[src/rtl/dynamic_input_port_para.sv]
// -----------------------------------------------------------------------------
// dynamic_input_port_para
//
// Input side of a two-output-port dynamic network node. Incoming flits are
// buffered in a credit-managed FIFO. Each packet header is decoded into a
// one-hot route request: port 0 is the local port and port 1 is pass-through.
// The request is held for the whole packet and the last flit is flagged as the
// tail. One credit (yummy) goes back upstream for every flit that the
// output-port arbiters consume.
//
// Ports
//   clk             : clock
//   reset           : synchronous, active-high reset
//   my_addr         : this node's address (static after reset)
//   data_in         : flit from the upstream link
//   valid_in        : data_in carries a flit
//   thanks_0_in     : output port 0 consumed the head flit
//   thanks_1_in     : output port 1 consumed the head flit
//   data_out        : FIFO head flit
//   valid_out       : FIFO is non-empty
//   route_req_0_out : head packet requests port 0 (local)
//   route_req_1_out : head packet requests port 1 (pass-through)
//   tail_out        : head flit is the last flit of its packet
//   yummy_out       : one credit returned upstream
//   overflow_err    : sticky; a flit arrived while full and nothing popped
// -----------------------------------------------------------------------------
module dynamic_input_port_para #(
  parameter int DATA_WIDTH  = 64,
  parameter int FIFO_DEPTH  = 4,
  parameter int LEN_LSB     = 22,
  parameter int PAYLOAD_LEN = 8,
  parameter int DEST_LSB    = 30,
  parameter int DEST_WIDTH  = 22
) (
  input  logic                  clk,
  input  logic                  reset,
  input  logic [DEST_WIDTH-1:0] my_addr,
  input  logic [DATA_WIDTH-1:0] data_in,
  input  logic                  valid_in,
  input  logic                  thanks_0_in,
  input  logic                  thanks_1_in,
  output logic [DATA_WIDTH-1:0] data_out,
  output logic                  valid_out,
  output logic                  route_req_0_out,
  output logic                  route_req_1_out,
  output logic                  tail_out,
  output logic                  yummy_out,
  output logic                  overflow_err
);

  localparam int PTR_W = $clog2(FIFO_DEPTH);
  localparam int CNT_W = PTR_W + 1;

  typedef enum logic {
    ST_HEADER,
    ST_BODY
  } state_e;

  // FIFO storage and bookkeeping
  logic [DATA_WIDTH-1:0]  mem_q [FIFO_DEPTH];
  logic [PTR_W-1:0]       wr_ptr_q, wr_ptr_d;
  logic [PTR_W-1:0]       rd_ptr_q, rd_ptr_d;
  logic [CNT_W-1:0]       count_q, count_d;

  // Packet tracking
  state_e                 state_q, state_d;
  logic [PAYLOAD_LEN-1:0] remaining_q, remaining_d;
  logic                   route_q, route_d;      // 1 selects port 1

  logic                   yummy_q, yummy_d;
  logic                   overflow_q, overflow_d;

  logic                   empty, full, push, pop;
  logic [DATA_WIDTH-1:0]  head;
  logic [PAYLOAD_LEN-1:0] hdr_len;
  logic                   route_dec;
  logic                   sel_route;
  logic                   is_header;

  assign empty = (count_q == '0);
  assign full  = (count_q == CNT_W'(FIFO_DEPTH));

  // A pop needs exactly one thanks and a head flit to consume. Simultaneous
  // thanks, or thanks with nothing buffered, are protocol errors and are
  // ignored here.
  assign pop  = (thanks_0_in ^ thanks_1_in) & ~empty;
  // When the FIFO is full, a push is accepted only if a pop frees a slot
  // in the same cycle.
  assign push = valid_in & (~full | pop);

  assign head      = mem_q[rd_ptr_q];
  assign hdr_len   = head[LEN_LSB +: PAYLOAD_LEN];
  assign route_dec = (head[DEST_LSB +: DEST_WIDTH] != my_addr);
  assign is_header = (state_q == ST_HEADER);

  // NOTE: every variable assigned here gets its default first, so no path
  // leaves a value unassigned and no latch is inferred.
  always_comb begin
    wr_ptr_d    = wr_ptr_q;
    rd_ptr_d    = rd_ptr_q;
    count_d     = count_q;
    state_d     = state_q;
    remaining_d = remaining_q;
    route_d     = route_q;
    yummy_d     = pop;
    overflow_d  = overflow_q | (valid_in & full & ~pop);

    // Pointer widths equal log2(depth), so the increment wraps by itself.
    if (push) wr_ptr_d = wr_ptr_q + PTR_W'(1);
    if (pop)  rd_ptr_d = rd_ptr_q + PTR_W'(1);
    count_d = count_q + CNT_W'(push) - CNT_W'(pop);

    if (pop) begin
      unique case (state_q)
        ST_HEADER: begin
          route_d = route_dec;
          if (hdr_len != '0) begin
            state_d     = ST_BODY;
            remaining_d = hdr_len;
          end
        end
        ST_BODY: begin
          remaining_d = remaining_q - PAYLOAD_LEN'(1);
          if (remaining_q == PAYLOAD_LEN'(1)) state_d = ST_HEADER;
        end
        default: state_d = ST_HEADER;
      endcase
    end
  end

  // NOTE: sequential state uses non-blocking assignments so that every
  // register samples the pre-edge values, whatever the block order.
  always_ff @(posedge clk) begin
    if (reset) begin
      wr_ptr_q    <= '0;
      rd_ptr_q    <= '0;
      count_q     <= '0;
      state_q     <= ST_HEADER;
      remaining_q <= '0;
      route_q     <= 1'b0;
      yummy_q     <= 1'b0;
      overflow_q  <= 1'b0;
    end else begin
      wr_ptr_q    <= wr_ptr_d;
      rd_ptr_q    <= rd_ptr_d;
      count_q     <= count_d;
      state_q     <= state_d;
      remaining_q <= remaining_d;
      route_q     <= route_d;
      yummy_q     <= yummy_d;
      overflow_q  <= overflow_d;
    end
  end

  // NOTE: the storage array has no reset. The count alone decides which
  // entries are meaningful, so clearing the data would only cost logic.
  always_ff @(posedge clk) begin
    if (push) mem_q[wr_ptr_q] <= data_in;
  end

  // The request comes from the live header decode while in HEADER and from
  // the latched route while in BODY. Both requests drop whenever the FIFO is
  // empty.
  assign sel_route       = is_header ? route_dec : route_q;
  assign data_out        = head;
  assign valid_out       = ~empty;
  assign route_req_0_out = valid_out & ~sel_route;
  assign route_req_1_out = valid_out &  sel_route;
  assign tail_out        = valid_out & (is_header ? (hdr_len == '0)
                                                  : (remaining_q == PAYLOAD_LEN'(1)));
  assign yummy_out       = yummy_q;
  assign overflow_err    = overflow_q;

endmodule

[config.mk]
export PLATFORM = sky130hd
export DESIGN_NAME = dynamic_input_port_para
export DESIGN_NICKNAME = d
export VERILOG_FILES = /design/src/rtl/dynamic_input_port_para.sv
export SDC_FILE = /design/constraint.sdc
export NUM_CORES = 1
export LEC_CHECK = 0
export ABC_AREA = 1
export CORE_ASPECT_RATIO = 0.6
export CORE_MARGIN = 5
export CORE_UTILIZATION = 59
export DETAILED_ROUTE_END_ITERATION = 6
export PLACE_DENSITY = 0.91
export SETUP_SLACK_MARGIN = 0.4
export SLEW_MARGIN = 20
export SYNTH_ARGS = -nofsm -noshare
export SYNTH_HDL_FRONTEND = slang
export SYNTH_SLANG_ARGS = --single-unit
[constraint.sdc]
create_clock -name clk -period 7.65 [get_ports clk]
set_clock_uncertainty 0.15 [all_clocks]
set_input_delay 1.53 -clock clk [delete_from_list [all_inputs] [get_ports clk]]
set_output_delay 1.53 -clock clk [all_outputs]
set_load 0.05 [all_outputs]
==> results.yml <==
status:
  run_status: "completed"
clocking:
  cts_tree: "built"
  numCtsBuffers: 25
  clk_pin_slew_worst_paths_ns: 0.07
  post-cts-setup-buffer-count: 0
  ctsResizeCount: 0
  cts_hold_buf: 0
  max-clock-path-buffers: 3
  clock_latency_ns: 0.51
  cts-root-buf: "clkbuf_16"
  cts_max_level: 1
  cts.sinks: 277
routing:
  drt_iter0_markers: 1003
  routed_wl_um: 26680
  first_pass_iters: 6
  drc: 0
  ant_nets: 0
  avgRoutedWirePerCell_um: 19.29
  viasPerCell: 5.635
  via_count: 7793
floorplan:
  die_y_um: 117.4
  die_w_um: 189.0
  core_um2: 18930
  start_util: 0.5991
  ioPinCount: 161
  fp-row-count: 39
  die_area_um2: 22190
pwr:
  peakVddDrop_uv: 226.1
  p_leak_nw: 5.172
  pwr_density_cell_nw_per_um2: 370.6
grt:
  grt_pass1_wl_um: 41340
  use_met2: 0.3790
  grt-ovfl-total: 0
  grt_usage: 0.2338
  busiest_layer: "met2"
  grt_pass1_vias: 7664
  grt_max_degree: 96
  met3_usage: 0.05315
  antenna_found_initial: 1
  grt_use_met1: 0.3304
sta:
  post-route-period-util: 0.7642
  period_minus_slack_ns: 5.846
  worst_pin_slew_ns: 0.9711
  setup_tns_ns: 0
  finalSetupViolations: 0
  final_hold_viol_count: 0
  grt_setup_unrepaired: "false"
  fmax_mhz: 171.1
  relSlewSlack: 0.3526
  slew_viol_final: 0
finish:
  fillers: 1234
  final_cells: 1383
  multiInputGateArea_um2: 2754
  area_growth_pct: 22.25
  final-seq-area_um2: 8113
  layout.nets: 1218
  drive_gt1_frac: 0.05634
  fin_util: 0.7324
logic_synthesis:
  syn_nets: 1067
  ys_seq_area_frac: 0.7148
  synth.distinct_cells: 27
  synth_cells: 967
  synth_edf_count: 256
  netlist_area_um2: 11340
  synth-seq-cells: 277
  syn_avg_cell_area_um2: 11.73
  synth_flop_cell: "edfxtp_1"
  async_flop_share: 0
  yosysWarnings: 0
job:
  drv_cap: 0
hold_path:
  worstHoldStart: "overflow_err"
  min_path_type: "reg -> reg"
  hold-path-endpoint: "overflow_err"
  holdPathStages: 2
critical_path:
  rr_endpoint: "mem_q[2][50]"
  r2r_slack_ns: 4.50
  crit_fanout: 95
  critPathArrivalTime_ns: 4.17
  r2r-start: "count_q[1]"
  cp-start-kind: "flop"
  path_class: "reg -> out"
  cp.required_ns: 5.97
  worst_setup_path_end_kind: "primary output"
  worstRegToRegCells: 7
placement:
  dp.cells: 1336
  hpwl_um: 16490
  gp_congestion: 0.8611
  port_buffers: 160
[final cells by class]
class                      count  share of cell area
antenna                        1           0.0001805
inverter                      59             0.01615
clock inverter                15            0.009475
multi-input combinational    586              0.1986
sequential                   277              0.5851
tap                          246             0.02220
clock buffer                  30             0.04647
timing repair buffer         169              0.1218
[Yosys cell counts (4+ instances only)]
library cell,count,area (µm²)
a21oi_1,13,65.06
buf_2,9,45.04
buf_6,14,157.7
clkbuf_1,21,78.83
dfxtp_1,21,420.4
edfxtp_1,256,7687
ha_1,8,100.1
inv_1,52,195.2
inv_2,7,26.28
nand2_1,230,863.3
nand3_1,71,355.3
nand3b_1,16,120.1
nor2_1,110,412.9
o21ai_0,86,430.4
o21ai_1,4,20.02
o22ai_1,35,219.0
xor2_1,4,35.03
[metrics by stage]
stage          instance area [µm²]  worst slack [ns]  power (W)  hold WS, ns
2_1_floorplan                11340             2.287   0.003336       0.2865
3_3_place_gp                 13060             2.229   0.003898       0.2897
3_5_place_dp                 13060             2.234   0.003952       0.2979
4_1_cts                      13840             1.726   0.005146       0.3066
5_1_grt                      13870             1.378   0.005380       0.3372
6_report                     13870             1.804   0.005139       0.3029
[layout by cell type (no fill, tap or decap), drive strengths merged]
cell / netlist / final
clkbuf: 21 / 30
o22ai: 35 / 35
inv: 59 / 60
clkdlybuf4s50: 0 / 160
nand2: 231 / 231
nand3b: 17 / 17
o21ai: 90 / 90
clkinv: 0 / 11
dfxtp: 21 / 21
nand3: 71 / 71
or2: 1 / 1
nor3b: 1 / 1
edfxtp: 256 / 256
xor2: 4 / 4
fa: 1 / 1
ha: 8 / 8
nor2: 110 / 110
diode: 0 / 1
clkinvlp: 0 / 1
nand4: 1 / 1
buf: 24 / 9
bufinv: 0 / 2
a21oi: 13 / 13
nor3: 3 / 3
[worst max-delay path, cell delays in order, from the launching register on]
cell             delay [ns]
dfxtp_4                0.49
inv_4                  0.70
buf_4                  0.48
nand2_1                0.10
nand3_1                0.12
nand2_1                0.08
nand2_1                0.06
nand2_1                0.05
nor2_1                 0.20
nand2_1                0.13
nor2_1                 0.10
nand3_1                0.15
a21oi_1                0.16
clkdlybuf4s50_1        0.81
[registers in the layout, summed over array words and instances, names as in the netlist, named ones only]
name          cells
mem_q           256
remaining_q       8
wr_ptr_q          2
overflow_err      1
route_q           1
rd_ptr_q          2
yummy_out         1
state_q           1
count_q           3
[per-layer routing]
layer	vias to the layer above	share of wire
met3	38	0.10
met5	-	0
met4	0	0.017
li1	3674	-
met1	3665	0.41
met2	416	0.47
[where the power goes]
part / internal, W / switching, W
Clock: 0.000671 / 0.000526
Sequential: 0.00185 / 0.0000841
Combinational: 0.000590 / 0.00142
[logic make-up (layout without fill, tap and decap cells)]
kind of cell | count (synthesis) | in the layout | share of synthesized area
fa+ha+maj | 9 | 9 | 0.01059
flops | 277 | 277 | 0.7148
compound gates | 138 | 138 | 0.06475
other cells | 0 | 1 | 0
simple gates | 435 | 435 | 0.1617
xor+xnor | 4 | 4 | 0.003088
buf+inv | 104 | 273 | 0.04501
[worst max-delay path by stage]
stage / startpoint / endpoint / slack, ns / cells after the start
after floorplan: thanks_0_in / mem_q[0][0] / 2.29 / 5
after global placement: my_addr[5] / route_req_0_out / 2.23 / 9
after detailed placement: my_addr[10] / route_req_0_out / 2.23 / 9
after CTS: flop / route_req_0_out / 1.73 / 13
after global routing: flop / route_req_0_out / 1.38 / 13
final: flop / route_req_0_out / 1.80 / 13
Power figures use the tool's default switching activity.
